--- src/rtl/dram_pkg.sv ---
// Shared definitions for the 68040 DRAM bus front end.
// Holds the SIZ/TT encodings, the default row/column widths and the
// front-end state encoding used by dram_bus_if and its bench.
package dram_pkg;

    // 68040 SIZ encodings
    localparam logic [1:0] SIZ_LONG = 2'b00;
    localparam logic [1:0] SIZ_BYTE = 2'b01;
    localparam logic [1:0] SIZ_WORD = 2'b10;
    localparam logic [1:0] SIZ_LINE = 2'b11;

    // Only normal accesses are decoded; other transfer types belong elsewhere.
    localparam logic [1:0] TT_NORMAL = 2'b00;

    // Default DRAM geometry: 4096 rows, 1024 longword columns.
    localparam int ROW_BITS_DEF = 12;
    localparam int COL_BITS_DEF = 10;

    typedef enum logic [1:0] {
        IDLE = 2'd0,
        REQ  = 2'd1,
        BEAT = 2'd2
    } state_e;

endpackage

--- src/rtl/dram_bus_if_if.sv ---
// Controller-side handshake between the 68040 front end and the DRAM
// controller state machine.
//   master (front end): drives dram_req/we/row/col/ben/burst,
//                       receives dram_gnt/dram_beat.
//   slave  (controller): the reverse.
// Handshake: dram_req is held high with row/col/ben/we stable until the
// controller pulses dram_gnt for one cycle (row open). Each following
// one-cycle dram_beat pulse completes the current column; dram_col and
// dram_burst then describe the next beat. dram_req drops after the last beat.
interface dram_bus_if_if #(
    parameter int ROW_BITS = dram_pkg::ROW_BITS_DEF,
    parameter int COL_BITS = dram_pkg::COL_BITS_DEF
);
    logic                dram_req;
    logic                dram_we;
    logic [ROW_BITS-1:0] dram_row;
    logic [COL_BITS-1:0] dram_col;
    logic [3:0]          dram_ben;
    logic                dram_burst;
    logic                dram_gnt;
    logic                dram_beat;

    modport master (
        output dram_req, dram_we, dram_row, dram_col, dram_ben, dram_burst,
        input  dram_gnt, dram_beat
    );

    modport slave (
        input  dram_req, dram_we, dram_row, dram_col, dram_ben, dram_burst,
        output dram_gnt, dram_beat
    );
endinterface

--- src/rtl/dram_ben_dec.sv ---
// Combinational 68040 SIZ / A[1:0] to byte-lane decoder.
// Ports: siz_i (SIZ), a_lo_i (A[1:0]), ben_o (lane enables, [3] = D31:24).
// Big-endian lanes: byte address 0 lives on D31:24.
module dram_ben_dec
    import dram_pkg::*;
(
    input  logic [1:0] siz_i,
    input  logic [1:0] a_lo_i,
    output logic [3:0] ben_o
);
    always_comb begin
        ben_o = 4'b1111;
        case (siz_i)
            SIZ_BYTE: ben_o = 4'b1000 >> a_lo_i;
            SIZ_WORD: ben_o = a_lo_i[1] ? 4'b0011 : 4'b1100;
            default:  ben_o = 4'b1111;
        endcase
    end
endmodule

--- src/rtl/dram_bus_if.sv ---
// 68040 bus-side front end for the DRAM controller.
// Decodes transfer starts in the DRAM window, latches address/attributes,
// presents row/col/byte lanes to the controller, sequences 4-beat wrapping
// line bursts, returns nTA per beat and nTEA when the controller stalls.
// Ports:
//   clk, RESET        clock, synchronous active-high reset
//   nTS, A, RnW, SIZ, TT   68040 transfer start and attributes
//   nTA, nTEA         transfer / error acknowledge (active low, 1 cycle)
//   busy              high whenever the FSM is not IDLE
//   dbg_state         current FSM state
//   dram              controller handshake (master side)
module dram_bus_if
    import dram_pkg::*;
#(
    parameter logic [31:0] DRAM_BASE = 32'h0000_0000,
    parameter logic [31:0] DRAM_MASK = 32'hFF00_0000,
    parameter int          ROW_BITS  = ROW_BITS_DEF,
    parameter int          COL_BITS  = COL_BITS_DEF,
    parameter int          TIMEOUT   = 1023
) (
    input  logic          clk,
    input  logic          RESET,
    input  logic          nTS,
    input  logic [31:0]   A,
    input  logic          RnW,
    input  logic [1:0]    SIZ,
    input  logic [1:0]    TT,
    output logic          nTA,
    output logic          nTEA,
    output logic          busy,
    output state_e        dbg_state,
    dram_bus_if_if.master dram
);
    localparam int WD_W = $clog2(TIMEOUT + 1);

    state_e              state_q, state_d;
    logic [ROW_BITS-1:0] row_q, row_d;
    logic [COL_BITS-1:0] col_q, col_d;
    logic [3:0]          ben_q, ben_d;
    logic                we_q, we_d;
    logic [2:0]          beats_q, beats_d;
    logic [WD_W-1:0]     wd_q, wd_d;
    logic                nta_q, nta_d;
    logic                ntea_q, ntea_d;

    logic       hit;
    logic       progress;
    logic       wd_expire;
    logic [3:0] ben_dec;

    dram_ben_dec u_ben_dec (
        .siz_i  (SIZ),
        .a_lo_i (A[1:0]),
        .ben_o  (ben_dec)
    );

    assign hit = !nTS && (TT == TT_NORMAL) && ((A & DRAM_MASK) == DRAM_BASE);

    // Only a grant in REQ or a beat in BEAT counts as controller progress;
    // the out-of-phase pulse is ignored and does not feed the watchdog.
    assign progress = ((state_q == REQ) && dram.dram_gnt) ||
                      ((state_q == BEAT) && dram.dram_beat);

    // Fires on the cycle the stall count would reach TIMEOUT. A beat in the
    // same cycle counts as progress, so the beat wins.
    assign wd_expire = (state_q != IDLE) && !progress &&
                       (wd_q == WD_W'(TIMEOUT - 1));

    // State register
    always_ff @(posedge clk) begin
        if (RESET) begin
            state_q <= IDLE;
        end else begin
            state_q <= state_d;
        end
    end

    // Next-state logic
    always_comb begin
        state_d = state_q;
        case (state_q)
            IDLE: if (hit) state_d = REQ;
            REQ: begin
                if (dram.dram_gnt)  state_d = BEAT;
                else if (wd_expire) state_d = IDLE;
            end
            BEAT: begin
                if (dram.dram_beat) begin
                    if (beats_q == 3'd1) state_d = IDLE;
                end else if (wd_expire) begin
                    state_d = IDLE;
                end
            end
            default: state_d = IDLE;
        endcase
    end

    // Datapath next values: address latch, burst sequencing, watchdog, acks
    always_comb begin
        row_d   = row_q;
        col_d   = col_q;
        ben_d   = ben_q;
        we_d    = we_q;
        beats_d = beats_q;
        wd_d    = wd_q;
        nta_d   = 1'b1;
        ntea_d  = 1'b1;
        case (state_q)
            IDLE: begin
                if (hit) begin
                    row_d   = A[ROW_BITS+COL_BITS+1 -: ROW_BITS];
                    col_d   = A[COL_BITS+1:2];
                    ben_d   = ben_dec;
                    we_d    = ~RnW;
                    beats_d = (SIZ == SIZ_LINE) ? 3'd4 : 3'd1;
                    wd_d    = '0;
                end
            end
            REQ: begin
                wd_d = (dram.dram_gnt || wd_expire) ? '0 : wd_q + 1'b1;
            end
            BEAT: begin
                if (dram.dram_beat) begin
                    wd_d  = '0;
                    nta_d = 1'b0;
                    if (beats_q > 3'd1) begin
                        beats_d    = beats_q - 3'd1;
                        // Wrap within the 4-longword line; upper column bits stay put.
                        col_d[1:0] = col_q[1:0] + 2'd1;
                    end
                end else begin
                    wd_d = wd_expire ? '0 : wd_q + 1'b1;
                end
            end
            default: ;
        endcase
        if (wd_expire) ntea_d = 1'b0;
    end

    always_ff @(posedge clk) begin
        if (RESET) begin
            row_q   <= '0;
            col_q   <= '0;
            ben_q   <= '0;
            we_q    <= 1'b0;
            beats_q <= '0;
            wd_q    <= '0;
            nta_q   <= 1'b1;
            ntea_q  <= 1'b1;
        end else begin
            row_q   <= row_d;
            col_q   <= col_d;
            ben_q   <= ben_d;
            we_q    <= we_d;
            beats_q <= beats_d;
            wd_q    <= wd_d;
            nta_q   <= nta_d;
            ntea_q  <= ntea_d;
        end
    end

    // Outputs
    always_comb begin
        busy            = (state_q != IDLE);
        dram.dram_req   = (state_q != IDLE);
        dram.dram_burst = (state_q != IDLE) && (beats_q > 3'd1);
        dram.dram_we    = we_q;
        dram.dram_row   = row_q;
        dram.dram_col   = col_q;
        dram.dram_ben   = ben_q;
        nTA             = nta_q;
        nTEA            = ntea_q;
        dbg_state       = state_q;
    end

endmodule

--- src/flat_wrapper.sv ---
// flat-port wrapper written by rule: the top's interface ports become plain ports
module dram_bus_if_flat import dram_pkg::*;
#(
    parameter logic [31:0] DRAM_BASE = 32'h0000_0000,
    parameter logic [31:0] DRAM_MASK = 32'hFF00_0000,
    parameter int          ROW_BITS  = ROW_BITS_DEF,
    parameter int          COL_BITS  = COL_BITS_DEF,
    parameter int          TIMEOUT   = 1023
)
  (clk, RESET, nTS, A, RnW, SIZ, TT, nTA, nTEA, busy, dbg_state, dram_dram_req, dram_dram_we, dram_dram_row, dram_dram_col, dram_dram_ben, dram_dram_burst, dram_dram_gnt, dram_dram_beat);
  dram_bus_if_if #(.ROW_BITS(ROW_BITS), .COL_BITS(COL_BITS)) dram_i ();
  input  logic clk;
  input  logic RESET;
  input  logic nTS;
  input  logic [31:0] A;
  input  logic RnW;
  input  logic [1:0] SIZ;
  input  logic [1:0] TT;
  output logic nTA;
  output logic nTEA;
  output logic busy;
  output state_e dbg_state;
  output wire logic [$bits(dram_i.dram_req)-1:0] dram_dram_req;
  output wire logic [$bits(dram_i.dram_we)-1:0] dram_dram_we;
  output wire logic [$bits(dram_i.dram_row)-1:0] dram_dram_row;
  output wire logic [$bits(dram_i.dram_col)-1:0] dram_dram_col;
  output wire logic [$bits(dram_i.dram_ben)-1:0] dram_dram_ben;
  output wire logic [$bits(dram_i.dram_burst)-1:0] dram_dram_burst;
  input wire logic [$bits(dram_i.dram_gnt)-1:0] dram_dram_gnt;
  input wire logic [$bits(dram_i.dram_beat)-1:0] dram_dram_beat;
  assign dram_dram_req = dram_i.dram_req;
  assign dram_dram_we = dram_i.dram_we;
  assign dram_dram_row = dram_i.dram_row;
  assign dram_dram_col = dram_i.dram_col;
  assign dram_dram_ben = dram_i.dram_ben;
  assign dram_dram_burst = dram_i.dram_burst;
  assign dram_i.dram_gnt = dram_dram_gnt;
  assign dram_i.dram_beat = dram_dram_beat;
  dram_bus_if #(.DRAM_BASE(DRAM_BASE), .DRAM_MASK(DRAM_MASK), .ROW_BITS(ROW_BITS), .COL_BITS(COL_BITS), .TIMEOUT(TIMEOUT)) u_core (.clk(clk), .RESET(RESET), .nTS(nTS), .A(A), .RnW(RnW), .SIZ(SIZ), .TT(TT), .nTA(nTA), .nTEA(nTEA), .busy(busy), .dbg_state(dbg_state), .dram(dram_i));
endmodule
--- config.mk ---
export PLATFORM = sky130hd
export DESIGN_NAME = dram_bus_if_flat
export DESIGN_NICKNAME = d
export VERILOG_FILES = /design/src/rtl/dram_pkg.sv /design/src/rtl/dram_bus_if_if.sv /design/src/rtl/dram_ben_dec.sv /design/src/rtl/dram_bus_if.sv /design/src/flat_wrapper.sv
export SDC_FILE = /design/constraint.sdc
export NUM_CORES = 1
export LEC_CHECK = 0
export CAP_MARGIN = 10
export CORE_AREA = 2 2 76 106
export CTS_CLUSTER_DIAMETER = 80
export DETAILED_ROUTE_END_ITERATION = 10
export DIE_AREA = 0 0 78 108
export SYNTH_ARGS = -nofsm -noshare
export SYNTH_HDL_FRONTEND = slang
export SYNTH_SLANG_ARGS = --single-unit
--- constraint.sdc ---
create_clock -name clk -period 3.6 [get_ports clk]
set_input_delay 0.36 -clock clk [delete_from_list [all_inputs] [get_ports clk]]
set_output_delay 0.36 -clock clk [all_outputs]
set_load 0.1 [all_outputs]
==> results.ini <==
[status]
run_status = finished clean

[clock_network]
root_buffer = clkbuf_8
clkSlewWorstSetupHoldPaths_ns = 0.09
cts.path.max_buffers = 2
postCtsSetupRepairBufs = 0
cts.hold.buffers_added = 0
cts_buffers = 5
cts_tree = built
cts.sinks = 44
clock_latency_ns = 0.29
post_cts_resized = 0
cts_max_level = 2

[global_routing]
antenna_found_initial = 0
grt_pass1_vias = 2087
overflow = 0
grt_max_degree = 34
grtUsageMet2 = 0.2414
grt_usage = 0.1409
use_met1 = 0.1722
top_usage_layer = met2
grtUsageMet3 = 0.02838
grt_pass1_wl_um = 9701

[floorplan]
dieWidth_um = 78
initial_utilization = 0.2941
fp.dieArea_mm2 = 0.008424
design.core.area_mm2 = 0.007407
io_pins = 76
die_h_um = 108
std_cell_rows = 37

[route]
drc_errors = 0
vias = 2096
wl_per_cell_um = 13.58
wl_um = 5811
drt_iter0_markers = 99
viasPerCell = 4.897
ant_nets = 0
first_pass_iters = 4

[worst_setup_path]
r2r-end = u_core.wd_q[7]
crit_fanout = 11
crit_family = compound AO/OA/AOI/OAI gates
crit_slowest_cell = nand4bb_1
crit_type = reg -> reg
r2r-start = u_core.dbg_state[0]
required_ns = 3.79
path_buf_inv = 1
cp-start-kind = flip-flop
critPathArrivalTime_ns = 2.65
end_kind = flip-flop
cpPeakStageDelay_ns = 0.50
worstPathCellList = inv_1, ha_1, nand2b_1, a21oi_2, nand4bb_1, o41ai_1
reg2reg_slack_ns = 1.14
r2r_cells = 6

[final_layout]
area_growth_syn_to_layout_pct = 41.24
drive_gt1_frac = 0.07553
num-fill-cells = 770
layout_common_cells = 72 x clkdlybuf4s50_1, 49 x nand2_1, 44 x dfxtp_1, 29 x a21oi_1, 17 x inv_1
final_common_cell = clkdlybuf4s50_1
final-seq-area_um2 = 880.8
fin_nets = 384
multi_input_area_mm2 = 0.001156
fin_cells = 428
n_antenna_cell = 0

[power]
vdd_drop_max_uv = 244.8
leakagePower_nw = 1.021
power.density_mw_per_mm2 = 373.2
p_total_mw = 1.148

[worst_hold_path]
min_from = u_core.dram.dram_row[4]
worstHoldEndpoint = u_core.dram.dram_row[4]
hp-class = reg -> reg
hold_depth = 2

[logic_synthesis]
synth_cells = 260
synth-edff-count = 0
yosysWarnings = 0
synthDistinctLibCells = 47
ys.flop_type = dfxtp_1
syn-num-nets = 313
ys_ff_latch = 44
seq_area_frac_synth = 0.4044
syn_avg_cell_area_um2 = 8.378
syn_area_mm2 = 0.002178
synth-async-reset-ratio = 0

[timing]
min_period_ns = 2.459
max_clock_freq_mhz = 406.6
slew_headroom = 0.3217
setup_violations = 0
slew_violations = 0
final_hold_viol_count = 0
worstMarginPinSlew_ns = 1.014
setup-tns-final_ns = 0
rsz0062_at_grt = no
finalClockSkew_ns = 0.005504
min_period_over_period = 0.6832

[placed_design]
dpl.cell_count = 421
portBuffers = 75
dp_hpwl_um = 4227
gp_congestion = 0.8093

[job]
maxCapViolCount = 0

[sequential cells by signal (all words and copies together), names as in the netlist]
register / cells
u_core.dram.dram_row: 12
u_core.dram.dram_col: 10
u_core.wd_q: 10
u_core.dram.dram_ben: 4
u_core.beats_q: 3
u_core.dbg_state: 2
u_core.dram.dram_we: 1
u_core.nTA: 1
u_core.nTEA: 1
[worst register-to-register path, delay by kind of cell, from the launching register on]
kind | cells | cell delay (ns)
flip-flops | 1 | 0.34
adder cells (fa/ha/maj) | 1 | 0.43
AO/OA/AOI/OAI | 2 | 0.81
AND/OR/NAND/NOR | 2 | 0.67
buffers and inverters | 1 | 0.11
[synth_stat cells, types with 2 or more instances]
| master | number | area [µm²] |
|---|---|---|
| o21ai_0 | 5 | 25.02 |
| o31ai_1 | 4 | 30.03 |
| o41ai_1 | 3 | 26.28 |
| and2_1 | 2 | 12.51 |
| inv_1 | 17 | 63.81 |
| nand2b_1 | 6 | 37.54 |
| buf_4 | 2 | 15.01 |
| nor3_1 | 7 | 35.03 |
| a21oi_1 | 29 | 145.1 |
| a32oi_1 | 4 | 35.03 |
| or2_2 | 2 | 12.51 |
| a31oi_1 | 5 | 31.28 |
| ha_1 | 11 | 137.6 |
| o22ai_1 | 3 | 18.77 |
| nand2_1 | 49 | 183.9 |
| nor4_4 | 2 | 42.54 |
| o32ai_1 | 2 | 17.52 |
| o311ai_0 | 2 | 17.52 |
| a211oi_1 | 2 | 15.01 |
| nor2b_1 | 4 | 25.02 |
| and4_1 | 2 | 17.52 |
| nand4_1 | 2 | 12.51 |
| or4_1 | 2 | 15.01 |
| clkbuf_1 | 7 | 26.28 |
| dfxtp_1 | 44 | 880.8 |
| buf_2 | 5 | 25.02 |
| nor2_1 | 11 | 41.29 |
| nand3_1 | 6 | 30.03 |
| o31a_1 | 2 | 17.52 |
[per-stage QoR]
step	utilization	cell area, µm²	hold slack [ns]	worst slack, ns
final	0.4154	3077	0.4574	1.141
after floorplan	-	2178	0.4318	0.4099
after CTS	0.4154	3077	0.4622	1.128
after detailed placement	0.4044	2995	0.4494	0.9879
after global placement	0.4044	2995	0.4423	1.060
after global routing	0.4154	3077	0.4823	0.9327
[power by group]
| part | switching, mW | internal (mW) |
|---|---|---|
| clock | 0.174 | 0.132 |
| sequential | 0.0111 | 0.498 |
| combinational | 0.220 | 0.114 |
[worst max path at each step]
stage	from	to	slack, ns	cells after the start
after floorplan	u_core.dbg_state[0]	dram_dram_burst	0.41	4
after global placement	A[25]	u_core.wd_q[7]	1.06	6
after detailed placement	A[25]	u_core.wd_q[7]	0.99	6
after CTS	u_core.dbg_state[0]	u_core.wd_q[7]	1.13	6
after global routing	u_core.dbg_state[0]	u_core.wd_q[4]	0.93	6
final	u_core.dbg_state[0]	u_core.wd_q[7]	1.14	6
[cell families after synthesis]
logic type / share of synthesized area
AOI/OAI and AO/OA: 0.2280
adders and majority gates: 0.06318
buffers and inverters: 0.06490
DFF: 0.4044
and+or+nand+nor: 0.2395
[routing by layer]
metal  vias up  wire [µm]
li1       1062          -
met4         0         92
met3         7        227
met2        50       3005
met5         -          0
met1       977       2485
[layout make-up]
class / instances / area share
clock buffers: 5 / 0.02237
clock inverters: 2 / 0.004067
multi-input cells: 184 / 0.3758
flip-flops and latches: 44 / 0.2863
well taps: 97 / 0.03945
inverters: 17 / 0.02074
repair buffers: 79 / 0.2513
Note: power is estimated with default switching activity, not from simulation.
